==> src/rtl/rv32i_types.sv <==
// Shared RV32I pipeline types and constants.
package rv32i_types;

  typedef enum logic [1:0] {
    FETCH,
    HOLD,
    DISCARD
  } if_state_t;

  localparam logic [31:0] PC_RESET_DEFAULT = 32'h0000_0060;
  localparam logic [31:0] NOP_INSTR        = 32'h0000_0013;

endpackage

==> src/rtl/if_id_reg.sv <==
// IF/ID pipeline register: flush beats load, otherwise hold.
module if_id_reg #(
  parameter logic [31:0] NOP_INSTR = 32'h0000_0013
) (
  input  logic        clk,
  input  logic        rst,
  input  logic        load,
  input  logic        flush,
  input  logic [31:0] pc_d,
  input  logic [31:0] instr_d,
  output logic        valid,
  output logic [31:0] pc,
  output logic [31:0] instr
);

  always_ff @(posedge clk) begin
    if (rst) begin
      valid <= 1'b0;
      pc    <= '0;
      instr <= NOP_INSTR;
    end else if (flush) begin
      // pc is left as-is on flush; it is meaningless while valid is low
      valid <= 1'b0;
      instr <= NOP_INSTR;
    end else if (load) begin
      valid <= 1'b1;
      pc    <= pc_d;
      instr <= instr_d;
    end
  end

endmodule

==> src/rtl/if_stage.sv <==
// Instruction fetch: PC, hold-until-response imem handshake, skid buffer, IF/ID.
module if_stage
  import rv32i_types::*;
#(
  parameter logic [31:0] PC_RESET  = PC_RESET_DEFAULT,
  parameter logic [31:0] NOP_INSTR = rv32i_types::NOP_INSTR
) (
  input  logic        clk,
  input  logic        rst,
  output logic [31:0] imem_address,
  output logic        imem_read,
  input  logic [31:0] imem_rdata,
  input  logic        imem_resp,
  input  logic        stall,
  input  logic        redirect,
  input  logic [31:0] redirect_pc,
  output logic        valid_id,
  output logic [31:0] pc_id,
  output logic [31:0] instr_id,
  output logic [6:0]  opcode_id,
  output logic [2:0]  funct3_id,
  output logic [6:0]  funct7_id,
  output logic [4:0]  rd_id,
  output logic [4:0]  rs1_id,
  output logic [4:0]  rs2_id
);

  if_state_t   state, state_next;
  logic [31:0] pc, pc_next;
  logic [31:0] tgt, tgt_next;
  logic        buf_valid;
  logic [31:0] buf_pc, buf_instr;
  logic        buf_set, buf_clr;
  logic        reg_load, reg_flush;
  logic [31:0] ld_pc, ld_instr;

  always_ff @(posedge clk) begin
    if (rst) state <= FETCH;
    else     state <= state_next;
  end

  always_comb begin
    state_next = state;
    case (state)
      FETCH: begin
        if (redirect)                state_next = imem_resp ? FETCH : DISCARD;
        else if (imem_resp && stall) state_next = HOLD;
      end
      HOLD:    if (redirect || !stall) state_next = FETCH;
      DISCARD: if (imem_resp)          state_next = FETCH;
      default: state_next = FETCH;
    endcase
  end

  always_comb begin
    imem_read = (state != HOLD);
    reg_load  = 1'b0;
    reg_flush = 1'b0;
    ld_pc     = pc;
    ld_instr  = imem_rdata;
    pc_next   = pc;
    tgt_next  = tgt;
    buf_set   = 1'b0;
    buf_clr   = 1'b0;
    case (state)
      FETCH: begin
        if (redirect) begin
          reg_flush = 1'b1;
          if (imem_resp) pc_next  = redirect_pc;
          else           tgt_next = redirect_pc;
        end else if (imem_resp && stall) begin
          buf_set = 1'b1;
        end else if (imem_resp) begin
          reg_load = 1'b1;
          pc_next  = pc + 32'd4;
        end else if (!stall) begin
          reg_flush = 1'b1;
        end
      end
      HOLD: begin
        if (redirect) begin
          reg_flush = 1'b1;
          buf_clr   = 1'b1;
          pc_next   = redirect_pc;
        end else if (!stall) begin
          reg_load = 1'b1;
          buf_clr  = 1'b1;
          ld_pc    = buf_pc;
          ld_instr = buf_instr;
          pc_next  = pc + 32'd4;
        end
      end
      DISCARD: begin
        // the stale response is swallowed; a same-cycle redirect overrides tgt
        reg_flush = 1'b1;
        if (imem_resp)     pc_next  = redirect ? redirect_pc : tgt;
        else if (redirect) tgt_next = redirect_pc;
      end
      default: ;
    endcase
  end

  always_ff @(posedge clk) begin
    if (rst) begin
      pc        <= PC_RESET;
      tgt       <= '0;
      buf_valid <= 1'b0;
      buf_pc    <= '0;
      buf_instr <= '0;
    end else begin
      pc  <= pc_next;
      tgt <= tgt_next;
      if (buf_set) begin
        buf_valid <= 1'b1;
        buf_pc    <= pc;
        buf_instr <= imem_rdata;
      end else if (buf_clr) begin
        buf_valid <= 1'b0;
      end
    end
  end

  assign imem_address = pc;

  if_id_reg #(.NOP_INSTR(NOP_INSTR)) u_if_id_reg (
    .clk     (clk),
    .rst     (rst),
    .load    (reg_load),
    .flush   (reg_flush),
    .pc_d    (ld_pc),
    .instr_d (ld_instr),
    .valid   (valid_id),
    .pc      (pc_id),
    .instr   (instr_id)
  );

  assign opcode_id = instr_id[6:0];
  assign funct3_id = instr_id[14:12];
  assign funct7_id = instr_id[31:25];
  assign rd_id     = instr_id[11:7];
  assign rs1_id    = instr_id[19:15];
  assign rs2_id    = instr_id[24:20];

endmodule

==> config.mk <==
export PLATFORM = sky130hd
export DESIGN_NAME = if_stage
export DESIGN_NICKNAME = d
export VERILOG_FILES = /design/src/rtl/rv32i_types.sv /design/src/rtl/if_id_reg.sv /design/src/rtl/if_stage.sv
export SDC_FILE = /design/constraint.sdc
export NUM_CORES = 1
export LEC_CHECK = 0
export BUFFER_PORTS_ARGS = -buffer_cell sky130_fd_sc_hd__buf_2
export CAP_MARGIN = 5
export CORE_UTILIZATION = 50
export CTS_BUF_LIST = sky130_fd_sc_hd__clkbuf_4 sky130_fd_sc_hd__clkbuf_8
export DETAILED_ROUTE_END_ITERATION = 8
export GPL_ROUTABILITY_DRIVEN = 1
export GPL_TIMING_DRIVEN = 0
export PLACE_DENSITY = 0.72
export SLEW_MARGIN = 40
export SYNTH_ARGS = -nofsm -noshare
export SYNTH_HDL_FRONTEND = slang
export SYNTH_HIERARCHICAL = 1
export SYNTH_SLANG_ARGS = --single-unit
==> constraint.sdc <==
create_clock -name clk -period 2.2 [get_ports clk]
set_input_delay 0.11 -clock clk [delete_from_list [all_inputs] [get_ports clk]]
set_output_delay 0.11 -clock clk [all_outputs]
set_load 0.01 [all_outputs]
# Word level (Yosys, flattened, before mapping)

Index checks and enable logic that the tools add are counted.

Flip-flop bits (word level): 195
Logic and storage cells: 73

Add/sub/neg operators: 1
Equal/unequal tests: 13
Muxes and demuxes: 39
Bitwise operators: 1
Reduce and logical (&&, ||, !) cells: 11

Operators with widths:

| kind                                                            | count |
|---|---|
| 32-bit two-way mux                                              | 17 |
| 32-bit case mux with 3 select lines                             | 1 |
| 32-bit case mux with 2 select lines                             | 1 |
| 32-bit by 3-bit adder with 32-bit output, second input constant | 1 |
| 3-bit != test, second input constant                            | 5 |
| 1-bit two-way mux                                               | 12 |
| 2-bit two-way mux                                               | 5 |
| 2-bit != test, second input constant                            | 5 |
| 2-bit case mux with 3 select lines                              | 1 |
| 6-bit AND reduction                                             | 1 |
| 4-bit AND reduction                                             | 1 |
| 1-bit case mux with 3 select lines                              | 1 |
| 3-bit AND reduction                                             | 1 |
| 3-bit nonzero test                                              | 1 |
| 2-bit by 1-bit == test with 1-bit output, second input constant | 1 |
| 2-bit == test, second input constant                            | 1 |
| 2-bit logical NOT                                               | 1 |
| 2-bit by 1-bit != test with 1-bit output, second input constant | 1 |
| 1-bit case mux with 2 select lines                              | 1 |
| 2-bit AND reduction                                             | 1 |
| 2-bit nonzero test                                              | 1 |
| 2-bit OR reduction                                              | 1 |
| 1-bit logical AND                                               | 1 |
| 1-bit logical NOT                                               | 1 |
| 2 further kinds                                                 | 2 |

# Depth between registers and ports, before layout

Gate-level depths: netlist (run 1).

Depth after elaboration: 7
Mapped depth: 9
Depth with buffers taken out: 6

# Modules after synthesis

Netlist (run 1), hierarchy kept.

By module, submodules not included:

| module    | instances | cells each | area an instance (um^2) |
|---|---|---|---|
| if_stage  | 1         | 874        | 6683.9 |
| if_id_reg | 1         | 253        | 2655.0 |

# Worst setup path after synthesis (run 1)

Ideal clock, no wire load.

Kind: flip-flop to flip-flop
Start point: reg state[1]
End point: reg u_if_id_reg.pc[29]
Arrival time: 1.868 ns
Data required time: 2.073 ns
Slack: 0.204 ns
Cell stages (with the launch flop): 8
Buffers on the path: 3
Clock period less this slack: 1.996 ns
Path through: dfxtp_1 buf_2 nor4b_2 buf_2 clkbuf_1 mux2_2 nand4bb_1 o21ai_0

RTL lines:

| what                                     | line            | text |
|---|---|---|
| from (decl)                              | if_stage.sv:28  | `if_state_t state, state_next;` |
| from (signal assigned)                   | if_stage.sv:39  | `else state <= state_next;` |
| 2-bit by 1-bit == test with 1-bit output | if_stage.sv:65  | `case (state)` |
| 32-bit two-way mux                       | if_stage.sv:65  |  |
| named net ld_pc[29]                      | if_stage.sv:35  | `logic [31:0] ld_pc, ld_instr;` |
| to (signal assigned)                     | if_id_reg.sv:27 | `pc <= pc_d;` |
| to (decl)                                | if_id_reg.sv:12 | `output logic [31:0] pc,` |

The timed path passes the listed nets, and every way through them passes these cells.
A chain may end at the register's enable or synchronous reset.

# Worst setup path after layout (run 1)

Start point: reg pc[5], in the netlist imem_address[5]
End point: reg pc[31], in the netlist imem_address[31]

Cells in the longest elaborated chain, start to end: 5

RTL lines:

| what                                         | line                           | text |
|---|---|---|
| from (decl)                                  | if_stage.sv:29                 | `logic [31:0] pc, pc_next;` |
| from (signal assigned)                       | if_stage.sv:111                | `pc <= pc_next;` |
| 32-bit by 3-bit adder with 32-bit output (*) | if_stage.sv:75, if_stage.sv:90 |  |
| 32-bit two-way mux                           | if_stage.sv:73                 | `end else if (imem_resp) begin` |
| 32-bit two-way mux                           | if_stage.sv:71                 | `end else if (imem_resp && stall) begin` |
| 32-bit two-way mux                           | if_stage.sv:67                 | `if (redirect) begin` |
| 32-bit case mux with 3 select lines (*)      | if_stage.sv:65                 |  |

Mark *: on every way between the ends. The rest lies on a longest branch, timed or not. The select of a mux whose other input is x is not followed.

==> results of run 1 <==
[power groups by stage]
stage	sequential [uW]	combinational (uW)	clock, uW
final	3790	1090	2480
after global routing	3800	1170	2620
after CTS	3780	1060	2480
after detailed placement	3860	960	0
after global placement	3860	953	0
after floorplan	3840	581	0
[metal layers]
metal  up-vias  track usage, %
met2       422            48.7
met1      4325            41.3
met4         0            10.5
met3        79            5.87
met5         -               0
li1       4470               -
[layout make-up]
cell class                 instances  area share, %
antenna                            1         0.0210
buffer                           120           5.90
clock buffer                      18           2.08
clock inverter                    14           1.54
inverter                           7          0.220
multi-input combinational        802           40.7
sequential                       195           32.8
tap                              229           2.40
timing repair buffer             271           14.3
[logic make-up after synthesis]
group / after synthesis
AND/OR/NAND/NOR: 465
AO/OA/AOI/OAI: 239
flip-flops: 195
buffers and inverters: 130
multiplexers: 92
XOR/XNOR: 5
adder cells (fa/ha/maj): 1
[timing repair]
item                                    in CTS  in global routing
setup buffers                                4                  5
hold buffers                                65                  0
resized for setup                           22                 45
hold endpoints to repair                    97                  0
pin swaps                                    2                  3
endpoints found under the setup margin     111                137
[critical path: stages, from the launching register on]
cell and delay (ns):
dfxtp_1 0.38, buf_2 0.22, nand4_1 0.32, nor2_4 0.35, nand4_1 0.22, or4b_1 0.51, o211ai_1 0.09
[final timing paths]
path	end	cells after the start
setup / recovery	imem_address[31]$_SDFFE_PP0P_	6
hold / removal	state[0]$_SDFFE_PP0P_	3
setup reg to reg	imem_address[31]$_SDFFE_PP0P_	6
hold reg to reg	buf_instr[13]$_SDFFE_PP0P_	2
[sequential cells by signal, summed over array words and instances (netlist names)]
name,count
u_if_id_reg/valid,1
u_if_id_reg/pc,32
state,2
tgt,32
imem_address,32
u_if_id_reg/instr,32
buf_instr,32
buf_pc,32
[stage by stage]
stage,hold slack (ns),instances,power (uW)
5_1_grt,0.0682,1657,7600
2_1_floorplan,0.189,1127,4420
4_1_cts,0.0184,1653,7320
3_3_place_gp,0.360,1553,4810
6_report,0.0530,1657,7360
3_5_place_dp,0.365,1553,4820
[layout by cell type, fill, tap and decap left out, types with 7 or more instances in the layout]
master         instances
o21ai_1               33
dlygate4sd3_1         65
o211ai_1              13
o21ai_0               32
a211oi_1               9
mux2_2                60
a21oi_1              112
dfxtp_1              192
nand4_1               10
clkbuf_2              16
clkinv_8               7
clkbuf_8              18
buf_2                214
nand2b_1              35
nand2_1              235
nand4bb_1             32
nor3_1                12
nor2_1                73
nand3_1               17
and3_1                 9
mux2i_1               32
clkbuf_1              44
buf_4                 44
==> results.txt, run 1 <==
Routed met1 length: 13.2 mm
Vias in the first global route: 8446
Post-synthesis cell type count: 61
Final RePlAce weighted congestion: 0.946
Register bit count reported by yosys: 195
Routed len/inst: 18.1 um
Met2 wire length: 13.6 mm
Reg power frac: 51.4%
CTS Sinks: 195
Clock Pin Slew Worst Setup and Hold Paths: 0.11 ns
Clock power share: 33.7%
Internal power: 5030 uW
Final Skew: 0.0185 ns
Complex-gate fraction of the synthesized area: 14.9%
Chip height: 139 um
Setup crit start kind: flip-flop
Synth Warn #: 6
Clock Path Buffers: 2
Level count of the clock H-tree: 4
Leak: 0.00478 uW
Yosys top cell area share: 41.8%
Final period util: 97.5%
Area Overhead vs Synth: 27.6%
Failing checks: DRC
Max Freq: 0.466 GHz
FF-to-FF setup slack: 0.06 ns
Synthesized area: 0.00934 sq mm
Total GRT Usage: 30.5%
Setup Crit Path Kind: reg -> reg
Post-layout util: 65.7%
Final antenna-violating net count: 0
CTS tree: yes
Post-synthesis sequential area ratio: 41.8%
Largest family of logic cells by synthesized area: simple AND/OR/NAND/NOR gates
Dpl ws: -0.513 ns
Post-synth top area cell: dfxtp_1
Pin count of the biggest net entering global routing: 22
Cell count after synthesis: 1127
CTS root buffer: clkbuf_8
FF-to-FF Start: imem_address[5]$_SDFFE_PP1P_
Met3 wire length: 2.26 mm
Slew HR: 49.8%
Die ar.: 0.0192 sq mm
CP endpoint kind: flip-flop
Actual slew at the worst max-slew pin: 0.747 ns
Xor/xnor share of the synthesized area: 0.469%
Mux contribution to synthesized area: 10.7%
Initial core utilization: 51.5%
Initial antenna violation count: 1
Crit path required time: 2.63 ns
Final Hold Vio Count: 0
Clk_lat worst skew: 0.50 ns
Layout cells sized above 1: 27.8%
Leading post-synthesis cells by instance count: nand2_1 (237), dfxtp_1 (195), a21oi_1 (112)
CP arrival: 2.57 ns
VDD IR max: 0.399 mV
GRT Residual Overflow: 0
PD cells: 617 mW/mm^2
Post-synth ARST share: 0%
Inserted Clock Buffers: 17
Net switching power: 2330 uW
Synth Area in Simple Gates: 24.5%
Max-slew violation count: 0
Core area: 0.0181 sq mm
Hold Crit Class: in -> reg
Register area: 0.00391 sq mm
Final wirelength: 30.0 mm
Fin crit period: 2.14 ns
DRT iter0 DRCs: 1076
Design area: 0.0119 sq mm
Synth Flop Type: dfxtp_1
Final Worst Setup Slack: 0.0555 ns
Post-synth EDFFs: 0
Comb pwr share: 14.9%
Max Cap Viol: 0
Max layer used: met4
Final net count: 1484
IO Count: 199
Via count: 9296
HP Start: rst
First drt pass iteration count: 9
Top-count cell post-synth: nand2_1
Synth area leaders: dfxtp_1 (42%), nand2_1 (9.5%), mux2_2 (7.2%)
Cell Rows: 49
Setup TNS: 0 ns
Area of the multi-input gates: 0.00485 sq mm
Worst Setup SP: imem_address[5]$_SDFFE_PP1P_
Detailed Place HPWL: 21.1 mm
Detailed-route DRC error count: 11
Sw Ratio: 31.6%
Area share of fa/ha/maj cells after synthesis: 0.134%
CP Max Fanout: 7
Fillers: 1552
Status: finished, violations left
PortBufs: 197
Via density: 5.61
Post-Synthesis Net Count: 1197
Area post-placement: 0.0106 sq mm
First-pass GRT wire length: 46.2 mm
Chip width: 139 um
Synthesized area per cell: 8.29 sq um
Endpoints failing setup: 0
(Power assumes the default switching activity.)
==> run 2: changes to the inputs <==
- CORE_UTILIZATION: 50 -> 25
- PLACE_DENSITY: 0.72 -> 0.41
- REMOVE_ABC_BUFFERS: not set -> 1
==> run 2 against run 1 <==
The flow now finishes without violations. Non-clock buffer count down 45. Setup slack better by 0.059 ns. Global-route usage down 14 points. Count of clock-buffer cells in the layout unchanged. Clock skew down 0.0071 ns. Cell count up 12%. Power down 0.77%. Largest power group unchanged.
==> results.txt, run 2 (synthesized netlist as in run 1, its figures left out) <==
Status: finished, final reports clean (was finished, violations left)
CP arrival: 2.46 ns (was 2.57 ns)
Core area: 0.0367 sq mm (was 0.0181 sq mm)
Max-slew violation count: 0 (unchanged)
Area Overhead vs Synth: 30.5% (was 27.6%)
Met2 GRT Util: 28.3% (was 48.7%)
Routed len/inst: 17.1 um (was 18.1 um)
Cell Rows: 70 (was 49)
Setup crit start kind: input port (was flip-flop)
First-pass GRT wire length: 49.5 mm (was 46.2 mm)
Final antenna-violating net count: 0 (unchanged)
Slew HR: 55.8% (was 49.8%)
Die ar.: 0.0381 sq mm (was 0.0192 sq mm)
Max Freq: 0.479 GHz (was 0.466 GHz)
Hold Crit Class: in -> reg (unchanged)
Vias in the first global route: 8401 (was 8446)
Total GRT Usage: 16.7% (was 30.5%)
Layout cells sized above 1: 29.4% (was 27.8%)
Clk_lat worst skew: 0.50 ns (about the same)
Design area: 0.0122 sq mm (was 0.0119 sq mm)
CP endpoint kind: flip-flop (unchanged)
Endpoints failing setup: 0 (unchanged)
HP Start: redirect (was rst)
Detailed Place HPWL: 21.8 mm (was 21.1 mm)
Routing usage on met3: 3.21% (was 5.87%)
Fin crit period: 2.09 ns (was 2.14 ns)
Via count: 8729 (was 9296)
PortBufs: 198 (was 197)
Most common cell after layout, fill and taps aside: nand2_1 (unchanged)
CP Max Fanout: 9 (was 7)
Fillers: 3954 (was 1552)
Detailed-route DRC error count: 0 (was 11)
Max Cap Viol: 0 (unchanged)
Clock Path Buffers: 2 (unchanged)
Final Skew: 0.0115 ns (was 0.0185 ns)
Final period util: 94.8% (was 97.5%)
CTS root buffer: clkbuf_8 (unchanged)
CTS Sinks: 195 (unchanged)
Via density: 4.72 (was 5.61)
GRT Residual Overflow: 0 (unchanged)
First drt pass iteration count: 4 (was 9)
Level count of the clock H-tree: 4 (unchanged)
DRT iter0 DRCs: 397 (was 1076)
Initial antenna violation count: 1 (unchanged)
VDD IR max: 0.361 mV (was 0.399 mV)
Chip width: 195 um (was 139 um)
Worst Setup SP: stall (was imem_address[5]$_SDFFE_PP1P_)
Clock Pin Slew Worst Setup and Hold Paths: 0.11 ns (about the same)
Area post-placement: 0.0108 sq mm (was 0.0106 sq mm)
Final wirelength: 31.6 mm (was 30.0 mm)
Final Hold Vio Count: 0 (unchanged)
Post-layout util: 33.2% (was 65.7%)
Crit path required time: 2.58 ns (was 2.63 ns)
CTS tree: yes (unchanged)
Final net count: 1439 (was 1484)
Leak: 0.00474 uW (was 0.00478 uW)
Actual slew at the worst max-slew pin: 0.661 ns (was 0.747 ns)
Final RePlAce weighted congestion: 0.736 (was 0.946)
Commonest cells after routing, fill and taps aside: nand2_1 (233), buf_2 (218), dfxtp_1 (186) (was nand2_1 (235), buf_2 (214), dfxtp_1 (192))
Inserted Clock Buffers: 17 (unchanged)
Chip height: 195 um (was 139 um)
IO Count: 199 (unchanged)
Area of the multi-input gates: 0.00491 sq mm (was 0.00485 sq mm)
Layer with the highest usage: met2 (unchanged)
Setup Crit Path Kind: in -> reg (was reg -> reg)
Pin count of the biggest net entering global routing: 93 (was 22)
Initial core utilization: 25.4% (was 51.5%)
Register area: 0.00392 sq mm (was 0.00391 sq mm)
FF-to-FF Start: state[1]$_SDFFE_PP0P_ (was imem_address[5]$_SDFFE_PP1P_)
PD cells: 599 mW/mm^2 (was 617 mW/mm^2)
M1 GR Usage: 21.7% (was 41.3%)
==> run 2: cell count changes in the layout (fill, tap and decap cells not counted), sizes merged <==
| cell | change |
|---|---|
| buf | +9 |
| bufinv | +1 |
| clkbuf | -61 |
| clkinv | -4 |
| clkinvlp | +2 |
| dlygate4sd3 | +7 |
| inv | +1 |
==> run 2: final cells by class <==
class	instances	area share, %
Antenna cell	1	0.0205
Clock buffer	18	1.98
Clock inverter	14	1.21
Inverter	7	0.257
Multi-Input combinational cell	802	40.3
Sequential cell	195	32.2
Tap cell	468	4.81
Timing Repair Buffer	346	19.2
==> run 2: path summary, 6_finish.rpt <==
kind         slack (ns)                                  to  depth (start not counted)
max reg2reg        0.12     u_if_id_reg/pc[11]$_SDFFE_PP0P_                          8
min reg2reg        0.46                tgt[10]$_SDFFE_PP0P_                          2
min                0.18        imem_address[7]$_SDFFE_PP0P_                          3
max                0.11  u_if_id_reg/instr[19]$_SDFFE_PP0P_                         10
==> run 2: worst max-delay path, cell delays in order <==
cell	delay (ns)
dlygate4sd3_1	0.53
buf_2	0.21
nor4b_4	0.33
buf_6	0.19
buf_4	0.19
buf_4	0.21
buf_6	0.16
mux2_2	0.34
mux2i_1	0.13
nor2_1	0.05
==> run 2: power breakdown <==
group          switching (uW)  internal, uW
Clock                    1470           948
Combinational             583           501
Sequential                150          3650
==> run 2: repair_timing <==
action | 4_1_cts | 5_1_grt
setup buffers | 13 | 5
hold endpoints to repair | 134 | 0
pin swaps | 6 | 2
hold buffers | 72 | 0
setup endpoints to repair | 141 | 51
resized for setup | 22 | 18
==> run 2: per-layer routing <==
metal	wire length, um	up-vias
met5	0	-
met4	361	0
met3	906	21
met2	15300	150
met1	15100	4187
li1	-	4371
==> run 2: stage by stage <==
stage / TNS [ns] / total power [uW] / std cells / hold WS (ns) / setup slack (ns)
after floorplan: -589.12 / 4330 / 1004 / 0.179 / -6.66
after global placement: -1565.68 / 4810 / 1670 / 0.361 / -14.23
after detailed placement: -73.63 / 4840 / 1731 / 0.369 / -0.876
after CTS: 0 / 7480 / 1848 / 0.235 / 0.0302
after global routing: -0.220 / 7720 / 1851 / 0.151 / -0.0349
final: 0 / 7300 / 1851 / 0.178 / 0.114
